`src/rtl/alu_pkg.sv`:
```
// Shared opcode, flag-index, select and FSM-state definitions for the ALU flag unit.
package alu_pkg;

  typedef enum logic [3:0] {
    OP_ADD  = 4'd0,
    OP_SUB  = 4'd1,
    OP_AND  = 4'd2,
    OP_OR   = 4'd3,
    OP_XOR  = 4'd4,
    OP_SHL  = 4'd5,
    OP_SHR  = 4'd6,
    OP_MUL  = 4'd7,
    OP_SETZ = 4'd8,
    OP_SETN = 4'd9,
    OP_SETC = 4'd10,
    OP_SETV = 4'd11,
    OP_CLRF = 4'd12,
    OP_NOP  = 4'd13
  } op_e;

  localparam int unsigned FLAG_Z = 0;
  localparam int unsigned FLAG_N = 1;
  localparam int unsigned FLAG_C = 2;
  localparam int unsigned FLAG_V = 3;

  localparam logic [2:0] SEL_LOAD = 3'b100;

  typedef enum logic [0:0] {
    IDLE = 1'b0,
    MUL  = 1'b1
  } state_e;

  function automatic logic [3:0] pack_flags(input logic z, input logic n,
                                            input logic c, input logic v);
    logic [3:0] fl;
    fl         = 4'b0000;
    fl[FLAG_Z] = z;
    fl[FLAG_N] = n;
    fl[FLAG_C] = c;
    fl[FLAG_V] = v;
    return fl;
  endfunction

endpackage

```
`src/rtl/seq_multiplier.sv`:
```
// Unsigned shift-add multiplier: one partial-product step per cycle after start.
// done is high during the last step, with prod already showing the final product.
module seq_multiplier #(
  parameter int WIDTH = 8
) (
  input  logic               clk,
  input  logic               reset,
  input  logic               start,
  input  logic [WIDTH-1:0]   a,
  input  logic [WIDTH-1:0]   b,
  output logic               done,
  output logic [2*WIDTH-1:0] prod
);

  localparam int CW = $clog2(WIDTH + 1);
  localparam logic [CW-1:0] LAST = CW'(WIDTH - 1);

  logic [2*WIDTH-1:0] acc_q, acc_d;
  logic [2*WIDTH-1:0] mcand_q;
  logic [WIDTH-1:0]   mplier_q;
  logic [CW-1:0]      count_q;
  logic               running_q;

  // Accumulate the shifted multiplicand when the current multiplier bit is set.
  always_comb begin
    if (mplier_q[0]) begin
      acc_d = acc_q + mcand_q;
    end else begin
      acc_d = acc_q;
    end
  end

  assign done = running_q && (count_q == LAST);
  assign prod = acc_d;

  // Step state: load on start, then shift one bit per cycle until the last step.
  always_ff @(posedge clk or posedge reset) begin
    if (reset) begin
      acc_q     <= {(2*WIDTH){1'b0}};
      mcand_q   <= {(2*WIDTH){1'b0}};
      mplier_q  <= {WIDTH{1'b0}};
      count_q   <= {CW{1'b0}};
      running_q <= 1'b0;
    end else if (start) begin
      acc_q     <= {(2*WIDTH){1'b0}};
      mcand_q   <= {{WIDTH{1'b0}}, a};
      mplier_q  <= b;
      count_q   <= {CW{1'b0}};
      running_q <= 1'b1;
    end else if (running_q) begin
      acc_q     <= acc_d;
      mcand_q   <= {mcand_q[2*WIDTH-2:0], 1'b0};
      mplier_q  <= {1'b0, mplier_q[WIDTH-1:1]};
      count_q   <= count_q + CW'(1);
      running_q <= !done;
    end else begin
      running_q <= 1'b0;
    end
  end

endmodule

```
`src/rtl/alu_flag_unit.sv`:
```
// 8-bit execution unit: single-cycle ALU ops, multi-cycle MUL, and the Z/N/C/V flag byte
// plus load/set select that drive the downstream flag register every cycle.
module alu_flag_unit
  import alu_pkg::*;
#(
  parameter int WIDTH = 8
) (
  input  logic             clk,
  input  logic             reset,
  input  logic             in_valid,
  output logic             in_ready,
  input  logic [3:0]       op,
  input  logic [WIDTH-1:0] a,
  input  logic [WIDTH-1:0] b,
  output logic [WIDTH-1:0] result,
  output logic             res_valid,
  output logic             busy,
  output logic [7:0]       f,
  output logic [2:0]       s
);

  state_e             state_q, state_d;
  logic [WIDTH-1:0]   result_q, result_d;
  logic               res_valid_q, res_valid_d;
  logic [3:0]         flags_q, flags_d;
  logic [2:0]         sel_q, sel_d;

  logic               accept_s;
  logic               mul_start_s;
  logic               mul_done_s;
  logic [2*WIDTH-1:0] prod_s;
  logic               prod_hi_s;
  logic [WIDTH:0]     sum_s;
  logic [WIDTH:0]     diff_s;
  logic [WIDTH-1:0]   alu_res_s;
  logic               alu_c_s;
  logic               alu_v_s;

  seq_multiplier #(.WIDTH(WIDTH)) u_mul (
    .clk   (clk),
    .reset (reset),
    .start (mul_start_s),
    .a     (a),
    .b     (b),
    .done  (mul_done_s),
    .prod  (prod_s)
  );

  // State register.
  always_ff @(posedge clk or posedge reset) begin
    if (reset) begin
      state_q <= IDLE;
    end else begin
      state_q <= state_d;
    end
  end

  // Next-state logic: MUL is entered on a MUL accept and left on the final step.
  always_comb begin
    state_d = state_q;
    case (state_q)
      IDLE: begin
        if (mul_start_s) begin
          state_d = MUL;
        end else begin
          state_d = IDLE;
        end
      end
      MUL: begin
        if (mul_done_s) begin
          state_d = IDLE;
        end else begin
          state_d = MUL;
        end
      end
      default: state_d = IDLE;
    endcase
  end

  // FSM outputs.
  always_comb begin
    in_ready = 1'b0;
    busy     = 1'b0;
    case (state_q)
      IDLE:    in_ready = 1'b1;
      MUL:     busy     = 1'b1;
      default: in_ready = 1'b0;
    endcase
  end

  assign accept_s    = in_valid && in_ready;
  assign mul_start_s = accept_s && (op == OP_MUL);
  assign prod_hi_s   = |prod_s[2*WIDTH-1:WIDTH];

  // Single-cycle ALU datapath; carry/overflow come from the WIDTH+1 bit sum/difference.
  always_comb begin
    sum_s     = {1'b0, a} + {1'b0, b};
    diff_s    = {1'b0, a} - {1'b0, b};
    alu_res_s = {WIDTH{1'b0}};
    alu_c_s   = 1'b0;
    alu_v_s   = 1'b0;
    case (op_e'(op))
      OP_ADD: begin
        alu_res_s = sum_s[WIDTH-1:0];
        alu_c_s   = sum_s[WIDTH];
        alu_v_s   = (a[WIDTH-1] == b[WIDTH-1]) && (sum_s[WIDTH-1] != a[WIDTH-1]);
      end
      OP_SUB: begin
        alu_res_s = diff_s[WIDTH-1:0];
        alu_c_s   = diff_s[WIDTH];
        alu_v_s   = (a[WIDTH-1] != b[WIDTH-1]) && (diff_s[WIDTH-1] != a[WIDTH-1]);
      end
      OP_AND: alu_res_s = a & b;
      OP_OR:  alu_res_s = a | b;
      OP_XOR: alu_res_s = a ^ b;
      OP_SHL: begin
        alu_res_s = {a[WIDTH-2:0], 1'b0};
        alu_c_s   = a[WIDTH-1];
      end
      OP_SHR: begin
        alu_res_s = {1'b0, a[WIDTH-1:1]};
        alu_c_s   = a[0];
      end
      default: alu_res_s = {WIDTH{1'b0}};
    endcase
  end

  // Result, flag and select next-state; SETx flags index directly from op[1:0].
  always_comb begin
    result_d    = result_q;
    flags_d     = flags_q;
    res_valid_d = 1'b0;
    sel_d       = SEL_LOAD;
    if (accept_s && (op != OP_MUL)) begin
      res_valid_d = 1'b1;
      result_d    = {WIDTH{1'b0}};
      case (op_e'(op))
        OP_ADD, OP_SUB, OP_AND, OP_OR, OP_XOR, OP_SHL, OP_SHR: begin
          result_d = alu_res_s;
          flags_d  = pack_flags(alu_res_s == {WIDTH{1'b0}}, alu_res_s[WIDTH-1],
                                alu_c_s, alu_v_s);
        end
        OP_SETZ, OP_SETN, OP_SETC, OP_SETV: begin
          flags_d[op[1:0]] = 1'b1;
          sel_d            = {1'b0, op[1:0]};
        end
        OP_CLRF: flags_d = 4'b0000;
        default: flags_d = flags_q;
      endcase
    end else if (mul_done_s) begin
      res_valid_d = 1'b1;
      result_d    = prod_s[WIDTH-1:0];
      flags_d     = pack_flags(prod_s[WIDTH-1:0] == {WIDTH{1'b0}}, prod_s[WIDTH-1],
                               prod_hi_s, prod_hi_s);
    end else begin
      res_valid_d = 1'b0;
    end
  end

  // Output registers.
  always_ff @(posedge clk or posedge reset) begin
    if (reset) begin
      result_q    <= {WIDTH{1'b0}};
      res_valid_q <= 1'b0;
      flags_q     <= 4'b0000;
      sel_q       <= SEL_LOAD;
    end else begin
      result_q    <= result_d;
      res_valid_q <= res_valid_d;
      flags_q     <= flags_d;
      sel_q       <= sel_d;
    end
  end

  assign result    = result_q;
  assign res_valid = res_valid_q;
  assign f         = {4'b0000, flags_q};
  assign s         = sel_q;

endmodule

```
`config.mk`:
```
export PLATFORM = sky130hd
export DESIGN_NAME = alu_flag_unit
export DESIGN_NICKNAME = d
export VERILOG_FILES = /design/src/rtl/alu_pkg.sv /design/src/rtl/seq_multiplier.sv /design/src/rtl/alu_flag_unit.sv
export SDC_FILE = /design/constraint.sdc
export NUM_CORES = 1
export LEC_CHECK = 0
export BUFFER_PORTS_ARGS = -buffer_cell sky130_fd_sc_hd__buf_2
export CAP_MARGIN = 20
export CELL_PAD_IN_SITES_DETAIL_PLACEMENT = 1
export CELL_PAD_IN_SITES_GLOBAL_PLACEMENT = 2
export CORE_AREA = 2 2 134 136
export CTS_BUF_LIST = sky130_fd_sc_hd__clkbuf_16
export DETAILED_ROUTE_END_ITERATION = 10
export DIE_AREA = 0 0 136 138
export GPL_TIMING_DRIVEN = 0
export PLACE_DENSITY = 0.71
export SKIP_LAST_GASP = 1
export SLEW_MARGIN = 10
export SYNTH_ARGS = -nofsm -noshare
export SYNTH_HDL_FRONTEND = slang
export SYNTH_SLANG_ARGS = --single-unit
```
`constraint.sdc`:
```
create_clock -name clk -period 6.5 [get_ports clk]
set_clock_uncertainty 0.1 [all_clocks]
set_input_delay 0 -clock clk [delete_from_list [all_inputs] [get_ports clk]]
set_output_delay 0 -clock clk [all_outputs]
set_load 0.02 [all_outputs]
```
**Yosys cells after proc, flatten, opt, wreduce, memory -nomap -nowiden**

Index checks and enable logic that the tools add are counted.

- Div/mod/pow operators: 0
- Order comparisons: 2
- Shift-type cells: 0
- Eq/ne operators: 19
- Bitwise logic cells: 5
- $add $sub $neg: 4
- Multiply operators: 0
- Multiplexer cells: 31
- Reductions and logical operators: 17

Operator list:

| cell | number |
|---|---|
| $mux W16 | 5 |
| $pmux W8 S7 | 1 |
| $mux W8 | 5 |
| $eq A4 B3 Y1 const B | 5 |
| $eq A4 B4 Y1 const B | 5 |
| $add A16 B16 Y16 | 1 |
| $logic_not A8 Y1 | 2 |
| $mux W4 | 4 |
| $pmux W4 S3 | 1 |
| $add A8 B8 Y9 | 1 |
| $mux W1 | 9 |
| $sub A8 B8 Y9 | 1 |
| $and A8 B8 Y8 | 1 |
| $eq A4 B2 Y1 const B | 2 |
| $or A8 B8 Y8 | 1 |
| $reduce_or A8 Y1 | 1 |
| $xor A8 B8 Y8 | 1 |
| $logic_and A1 B1 Y1 | 7 |
| $reduce_or A7 Y1 | 1 |
| $mux W3 | 2 |
| $add A4 B1 Y4 const B | 1 |
| $eq A4 B1 Y1 const B | 1 |
| $logic_not A4 Y1 | 1 |
| $ne A4 B1 Y1 const B | 1 |
| 14 further kinds | 18 |

- Bits in latches: 0
- Bits in writable memories: 0
- ROM bits: 0
- Flip-flop bits (word level): 62
- Input port bits: 23
- Memories kept: 0
- Output and inout port bits: 22

**Logic depth before layout (Yosys ltp)**

Gate-level depths: netlist of the first run.

- Word-level depth: 7
- Mapped depth: 11
- Depth with buffers taken out: 11

**Cells and area by module**

From an unflattened synthesis of the first run, not the netlist that was laid out.

- Cells, all modules: 618
- Area, all modules: 5276.3 µm²

Modules (own cells, without submodules):

| module | cells an instance | sequential area each (µm²) | instances | area an instance (µm²) |
|---|---|---|---|---|
| seq_multiplier | 302 | 1126.1 | 1 | 2879.0 |
| alu_flag_unit | 316 | 426.7 | 1 | 2397.3 |

**Worst setup path before layout of the first run**

OpenSTA, ideal clock, no wires.

- Kind: register -> register
- From: reg u_mul.mcand_q[0]
- To: reg flags_q[3]
- Slack: 3.623 ns
- Library setup time: 0.128 ns
- Cell stages (with the launch flop): 11
- Period minus slack after synthesis: 2.877 ns
- Arrival: 2.649 ns
- Cells stage by stage: dfrtp_1 -> ha_1 -> fa_1 -> a211oi_1 -> o21ai_1 -> a221oi_1 -> o21ai_1 -> a221oi_2 -> o2111ai_1 -> o32ai_1 -> a21oi_1

- Cells in the longest elaborated chain, start to end: 5

RTL lines:

| element | line | text |
|---|---|---|
| start, declared | seq_multiplier.sv:19 | `logic [2*WIDTH-1:0] mcand_q;` |
| start signal, assigned | seq_multiplier.sv:40 | `mcand_q <= {(2*WIDTH){1'b0}};` |
| start signal, assigned | seq_multiplier.sv:46 | `mcand_q <= {{WIDTH{1'b0}}, a};` |
| start signal, assigned | seq_multiplier.sv:52 | `mcand_q <= {mcand_q[2*WIDTH-2:0], 1'b0};` |
| $add A16 B16 Y16 | seq_multiplier.sv:27 | `acc_d = acc_q + mcand_q;` |
| $mux W16 | seq_multiplier.sv:26 | `if (mplier_q[0]) begin` |
| $reduce_or A8 Y1 | alu_flag_unit.sv:93 | `assign prod_hi_s = \|prod_s[2*WIDTH-1:WIDTH];` |
| $mux W4 | alu_flag_unit.sv:150 | `end else if (mul_done_s) begin` |
| $mux W4 | alu_flag_unit.sv:134 | `if (accept_s && (op != OP_MUL)) begin` |
| end signal, assigned | alu_flag_unit.sv:170 | `flags_q <= flags_d;` |
| end, declared | alu_flag_unit.sv:25 | `logic [3:0] flags_q, flags_d;` |

No other way between the ends. The select of a mux whose other input is x is not followed.
A chain may end at the register's enable or synchronous reset.

**Worst setup path in the final report of the first run**

Ends and elaborated chain as after synthesis.

==> results of run 1 <==
-- power breakdown --
| part | total [mW] | switching (mW) | internal, mW |
|---|---|---|---|
| sequential | 0.677 | 0.134 | 0.543 |
| clock | 0.479 | 0.185 | 0.294 |
| combinational | 1.35 | 0.834 | 0.513 |
-- logic make-up (layout without fill, tap and decap cells) --
logic type / after synthesis / count (layout)
AOI/OAI and AO/OA: 192 / 192
and+or+nand+nor: 181 / 181
buffers and inverters: 65 / 140
DFF: 62 / 62
adders and majority gates: 43 / 43
muxes: 39 / 39
xor gates and xnor gates: 11 / 11
other: 1 / 4
-- critical path, delay by kind of cell (launching register included) --
| kind | cells | cell delay [ns] |
|---|---|---|
| adders and majority gates | 2 | 0.71 |
| DFF | 1 | 0.41 |
| AOI/OAI and AO/OA | 8 | 2.34 |
-- registers in the layout, indices dropped and copies added (netlist names) --
name and cells:
s 3, u_mul.mcand_q 16, u_mul.mplier_q 8, u_mul.running_q 1, u_mul.count_q 4, res_valid 1
state_q 1, flags_q 4, result 8, u_mul.acc_q 16
-- cells in the final DEF (no fill, tap or decap), types with 7 or more instances in the layout --
cell type      netlist  final
a21o_1               8      8
nand3_1             15     15
o211ai_1             8      8
clkbuf_1            12     12
buf_2                7     47
a211oi_1            17     17
nand2_1             58     58
inv_1               33     32
dlygate4sd3_1        0     17
nor3_1              12     12
nor2_1              58     58
clkbuf_16            0      9
o21ai_0             38     38
ha_1                40     40
dfrtp_1             61     61
a21oi_1             37     37
xnor2_1              7      7
o22ai_1              7      7
mux2i_1             38     38
buf_4                7      7
-- through the flow --
step / instance area [um^2] / power (mW) / utilization / hold WS, ns
floorplan: 5090 / 1.63 / - / 0.0168
global placement: 5580 / 1.97 / 0.318 / 0.158
detailed placement: 5620 / 2.02 / 0.320 / 0.00262
CTS: 6080 / 2.52 / 0.347 / 0.0762
global route: 6080 / 2.71 / 0.347 / 0.115
finish: 6080 / 2.50 / 0.347 / 0.0903
-- metal layers --
metal  up-vias  part of all wire
li1       2318                 -
met1      2432              0.49
met2        65              0.47
met3        17             0.024
met4         0             0.016
met5         -                 0
-- final timing paths --
| path | cells after the start | from | slack [ns] | endpoint |
|---|---|---|---|---|
| min reg2reg | 2 | flags_q[2] | 0.38 | flags_q[2] |
| max reg2reg | 10 | u_mul.mcand_q[0] | 2.81 | flags_q[3] |
| max in group asynchronous | 4 | reset | 5.79 | s[2] |
| min in group asynchronous | 4 | reset | 0.18 | u_mul.mcand_q[12] |
| min | 4 | in_valid | 0.09 | result[3] |
| max | 10 | u_mul.mcand_q[0] | 2.81 | flags_q[3] |
-- area by class of cell --
type | instances | area, um^2
Clock buffer | 9 | 225
Fill cell | 2119 | 11500
Timing Repair Buffer | 59 | 408
Clock inverter | 7 | 65.1
Tap cell | 229 | 287
Sequential cell | 62 | 1550
Inverter | 33 | 126
Multi-Input combinational cell | 470 | 3240
Buffer | 32 | 178
-- timing repair --
item / 4_1_cts / 5_1_grt
hold endpoints to repair: 78 / 0
setup buffers: 0 / 0
gates resized for setup: 0 / 0
hold buffers: 17 / 0
==> qor.csv, run 1 <==
stage,metric,value,unit
logic_synthesis,synth_top_family_by_area,compound AO/OA/AOI/OAI gates,
sta,finalCritPeriodShare,0.568,
global_routing,grt_pass1_wl,28000,um
route,final_antenna_net_count,0,
logic_synthesis,synthAdderAreaFrac,0.110,
sta,fin_ws,2.81,ns
critical_path,max_stage_delay,0.45,ns
cts,cts-root-buf,clkbuf_16,
cts,cts_sinks,62,
die,core_area,17500,um^2
logic_synthesis,synth-simple-area-share,0.164,
die,die_h,138,um
critical_path,crit_chain,ha_1 -> fa_1 -> a211oi_1 -> o21ai_1 -> a221oi_1 -> o21ai_1 -> a221oi_2 -> o2111ai_1 -> o32ai_1 -> a21oi_1,
sta,finalSetupTns,0,ns
global_routing,grt_use_met2,0.303,
cts,cts_buffer_depth,2,
global_routing,overflow,0,
logic_synthesis,yosysMostFrequentCell,dfrtp_1,
placement,place_inst,868,
logic_synthesis,yosys_register_bits,62,
critical_path,crit_type,reg2reg,
die,initial_core_util,0.290,
die,die_w,136,um
logic_synthesis,synth-compound-area-share,0.264,
global_routing,use_met3,0.0246,
finish,antenna_cells,0,
cts,numCtsBuffers,9,
run,cap_violations,0,
critical_path,arrival,3.80,ns
logic_synthesis,synth-main-ff-cell,dfrtp_1,
logic_synthesis,netlist_area,5080,um^2
sta,fmax,0.271,GHz
logic_synthesis,synth_common_cells,"dfrtp_1, nand2_1, nor2_1",
cts,h-tree-depth,3,
route,drcViolationCount,0,
logic_synthesis,synth_edf_count,0,
logic_synthesis,postSynthCellCount,594,
route,first_iter_violations,207,
critical_path,end_kind,register,
pwr,peakVddDrop,0.138,mV
route,vias,4832,
global_routing,track_usage,0.191,
sta,final_hold_viol_count,0,
critical_path,critPathSlowestCell,fa_1,
placement,dp_hpwl,13600,um
critical_path,worstPathRequired,6.61,ns
logic_synthesis,synthMuxAreaShare,0.0771,
placement,pre_cts_slack,2.88,ns
finish,drive_above_1_share,0.137,
placement,port_buffers,40,
finish,layoutNonFillerInstCount,901,
die,num_rows,49,
sta,slew_headroom,0.361,
global_routing,top_usage_layer,met2,
sta,tightestPinTransition,0.951,ns
logic_synthesis,synth_top_area_share,0.300,
placement,place_congestion,0.826,
logic_synthesis,synthTopCellsByArea,"dfrtp_1, ha_1, mux2i_1",
route,vias_per_cell,5.36,
pwr,power_density,412,nW/um^2
global_routing,antenna_found_initial,0,
global_routing,grt_start_max_net_pins,63,
status,status,"finished, final reports clean",
cts,cts_tree,done,
pwr,power_leakage,2.69,nW
logic_synthesis,yosysTopAreaCell,dfrtp_1,
logic_synthesis,syn_area_per_cell,8.55,um^2
die,ios,45,
logic_synthesis,ys.warnings.count,0,
critical_path,crit_path_start_kind,register,
logic_synthesis,ys_seq_area_frac,0.306,
route,wire_per_inst,19.1,um
logic_synthesis,ys_async_sr_fraction,1.00,
sta,fin_crit,3.69,ns
cts,clock_latency,0.34,ns
finish,areaGrowthSynthToFinish,19.7,%
route,detail_route.wirelength,17200,um
sta,finalSetupViolCount,0,
global_routing,grt_pass1_vias,5044,
logic_synthesis,synth_cell_type_count,77,
finish,final_nets,733,
hold_path,hp-class,in2reg,
route,dr.pass1.iters,4,
critical_path,path_max_fanout,4,
global_routing,use_met1,0.273,
cts,path_clk_slew,0.06,ns
logic_synthesis,synth_xor_area_frac,0.0190,
critical_path,path_common_cell,o21ai_1,
die,dieArea,18800,um^2
sta,rsz0062_at_grt,false,
sta,drv_slew,0,
(Power assumes the default switching activity.)
==> inputs of run 2 (changes only) <==
- ABC_AREA: unset -> 1
- CORE_AREA: 2 2 134 136 -> 2 2 133 135
- DIE_AREA: 0 0 136 138 -> 0 0 135 137
- PLACE_DENSITY: 0.71 -> 0.76
- clock period: 6.5 -> 3.7 ns (I/O delays scaled with it)
==> run 2 against run 1 <==
  * Clock-buffer cell count stayed put
  * Largest cell class unchanged
  * Core utilization fell by 0.26 points
  * Highest routed layer unchanged
  * Die area decreased by 1.5%
  * Sequential share of layout area rose by 0.92 points
==> qor.csv, run 2 <==
stage,metric,value,unit,change
hold_path,hp-class,in2reg,,
logic_synthesis,ys_seq_area_frac,0.310,,+0.00404
route,wire_per_inst,16.6,um,-13%
placement,place_area,5510,um^2,-1.9%
global_routing,grt_pass1_wl,27700,um,-1.1%
pwr,swShare,0.461,,+0.000637
die,initial_core_util,0.294,,+0.00423
logic_synthesis,synthTopCellsByArea,"dfrtp_1, nand2_1, ha_1",,
route,detail_route.wirelength,17000,um,-1.5%
placement,place_congestion,0.868,,+5.1%
cts,clock_latency,0.33,ns,about the same
global_routing,grt_pass1_vias,5353,,+6.1%
pwr,power.share.clock,0.200,,+0.009
global_routing,grt_use_met2,0.358,,+0.0559
cts,numCtsBuffers,9,,unchanged
cts,cts_buffer_depth,2,,unchanged
die,die_w,135,um,-0.74%
cts,cts-root-buf,clkbuf_16,,
placement,port_buffers,40,,unchanged
finish,final_cell_mix,"nand2_1, inv_1, nor2_1, dfrtp_1, buf_2",,
sta,fmax,0.383,GHz,+41%
status,status,"finished, final reports clean",,
die,die_h,137,um,-0.72%
die,ios,45,,unchanged
critical_path,crit_type,reg2reg,,
logic_synthesis,yosysTopAreaCell,dfrtp_1,,
logic_synthesis,synth_top_area_share,0.304,,+0.00397
cts,h-tree-depth,3,,unchanged
critical_path,path_max_fanout,5,,+1
logic_synthesis,synth_common_cells,"nand2_1, inv_1, dfrtp_1, nor2_1, nand3_1",,
die,num_rows,48,,-2.0%
pwr,pwr-share-seq,0.303,,+0.032
critical_path,arrival,2.76,ns,-1.04 ns
sta,rsz0062_at_grt,false,,
logic_synthesis,synth-main-ff-cell,dfrtp_1,,
run,cap_violations,0,,unchanged
cts,cts_resized,0,,unchanged
critical_path,max_stage_delay,0.49,ns,+0.04 ns
logic_synthesis,ys_async_sr_fraction,1.00,,unchanged
route,dr.pass1.iters,4,,unchanged
route,drcViolationCount,0,,unchanged
logic_synthesis,synth_edf_count,0,,unchanged
pwr,finalPower,3.66,mW,+46%
finish,final_util,0.344,,-0.00261
sta,finalSetupViolCount,0,,unchanged
pwr,power_leakage,3.15,nW,+17%
finish,final_nets,858,,+17%
sta,slew_headroom,0.482,,+0.121
global_routing,antenna_found_initial,0,,unchanged
finish,nFillCells,2233,,+5.4%
global_routing,overflow,0,,unchanged
critical_path,crit_chain,ha_1 -> fa_1 -> nand2_1 -> nand3_1 -> a21oi_1 -> o21ai_0 -> o21ai_0 -> nand3_1 -> nor2_1 -> nor2_1 -> a21oi_1,,
logic_synthesis,yosysMostFrequentCell,nand2_1,,
pwr,p_comb_frac,0.496,,-0.042
logic_synthesis,synth_cell_type_count,46,,-40%
pwr,internal-power,1.97,mW,+46%
finish,layout_commonest_cell,nand2_1,,
global_routing,grt_start_max_net_pins,63,,unchanged
critical_path,crit_path_start_kind,register,,
global_routing,use_met1,0.234,,-0.0397
critical_path,worstPathRequired,3.85,ns,-2.76 ns
logic_synthesis,netlist_area,5010,um^2,-1.3%
sta,final_hold_viol_count,0,,unchanged
finish,drive_above_1_share,0.112,,-0.0252
route,vias_per_cell,4.88,,-9.0%
critical_path,critPathSlowestCell,fa_1,,
die,dieArea,18500,um^2,-1.5%
global_routing,top_usage_layer,met2,,
sta,drv_slew,0,,unchanged
cts,cts_tree,done,,
sta,fin_crit,2.61,ns,-1.08 ns
logic_synthesis,postSynthCellCount,728,,+23%
finish,antenna_cells,0,,unchanged
pwr,power_density,623,nW/um^2,+51%
sta,hold-worst-slack,0.00538,ns,-0.0849 ns
global_routing,use_met3,0.0211,,-0.00346
route,vias,4988,,+3.2%
logic_synthesis,yosys_register_bits,62,,unchanged
placement,dp_hpwl,14000,um,+3.4%
finish,areaGrowthSynthToFinish,17.0,%,
logic_synthesis,syn_area_per_cell,6.89,um^2,-19%
route,first_iter_violations,108,,-48%
sta,finalCritPeriodShare,0.705,,+0.138
global_routing,track_usage,0.193,,+0.00119
logic_synthesis,ys.warnings.count,0,,unchanged
cts,path_clk_slew,0.06,ns,about the same
cts,cts_sinks,62,,unchanged
sta,tightestPinTransition,0.777,ns,-0.175 ns
route,final_antenna_net_count,0,,unchanged
finish,stdcell_area,5870,um^2,-3.5%
finish,largest_registers,"u_mul.acc_q x16, u_mul.mcand_q x16",,
pwr,p_sw,1.69,mW,+46%
critical_path,end_kind,register,,
sta,finalSetupTns,0,ns,unchanged
pwr,peakVddDrop,0.237,mV,+72%
die,core_area,17100,um^2,-2.7%
run 2: cell count changes after synthesis, moves of 16 or more:
cell / before / now
a211oi_1: 17 / 1
nand2_1: 58 / 209
o22ai_1: 7 / 23
inv_1: 33 / 113
mux2i_1: 38 / 1
nand3_1: 15 / 48
run 2: power groups by stage:
stage / registers (mW) / logic (mW) / clock network (mW)
floorplan: 1.15 / 1.18 / 0
global placement: 1.11 / 1.76 / 0
detailed placement: 1.12 / 1.81 / 0
CTS: 1.11 / 1.83 / 0.746
global route: 1.14 / 2.06 / 0.774
finish: 1.11 / 1.81 / 0.733
run 2: metal layers:
metal | vias up | routed length [um]
met5 | - | 0
met4 | 0 | 316
met3 | 18 | 243
met2 | 53 | 8710
met1 | 2426 | 7700
li1 | 2491 | -
run 2: through the flow:
step                worst slack [ns]  std cells
floorplan                       1.61        731
global placement                1.17        996
global route                   0.956       1022
detailed placement              1.10        996
finish                          1.09       1022
CTS                             1.09       1022
run 2: worst paths after layout:
| kind | slack (ns) | endpoint | start | cells after the start |
|---|---|---|---|---|
| hold reg to reg | 0.39 | result[7] | result[7] | 2 |
| hold / removal | 0.005 | u_mul.mplier_q[2] | b[2] | 3 |
| setup reg to reg | 1.09 | flags_q[0] | u_mul.mcand_q[0] | 11 |
| min in group asynchronous | 0.25 | result[2] | reset | 3 |
| setup / recovery | 1.09 | flags_q[0] | u_mul.mcand_q[0] | 11 |
| max in group asynchronous | 2.72 | u_mul.acc_q[14] | reset | 3 |
run 2: cell families after synthesis:
logic type | Yosys count | synth area share
other | 1 | 0.000748
AO/OA/AOI/OAI | 131 | 0.162
adder cells (fa/ha/maj) | 43 | 0.112
flip-flops | 62 | 0.310
buffers and inverters | 139 | 0.110
XOR/XNOR | 8 | 0.0140
AND/OR/NAND/NOR | 343 | 0.289
multiplexers | 1 | 0.00200
run 2: layout make-up:
class	count	area (um^2)	area share
inverters	121	457	0.0778
clock inverters	7	33.8	0.00576
well taps	225	282	0.0480
repair buffers	50	300	0.0512
multi-input cells	530	2920	0.498
flip-flops and latches	62	1550	0.265
plain buffers	18	97.6	0.0166
clock buffers	9	225	0.0384
run 2: timing repair:
action,in CTS,in global routing
hold endpoints to repair,70,0
hold buffers,10,0
setup endpoints to repair,0,0
buffers inserted,0,0
run 2: critical path: cells and delay by family, from the launching register on:
| family | cells | cell delay, ns |
|---|---|---|
| adder cells (fa/ha/maj) | 2 | 0.76 |
| AO/OA/AOI/OAI | 4 | 0.59 |
| AND/OR/NAND/NOR | 5 | 0.70 |
| flip-flops | 1 | 0.38 |
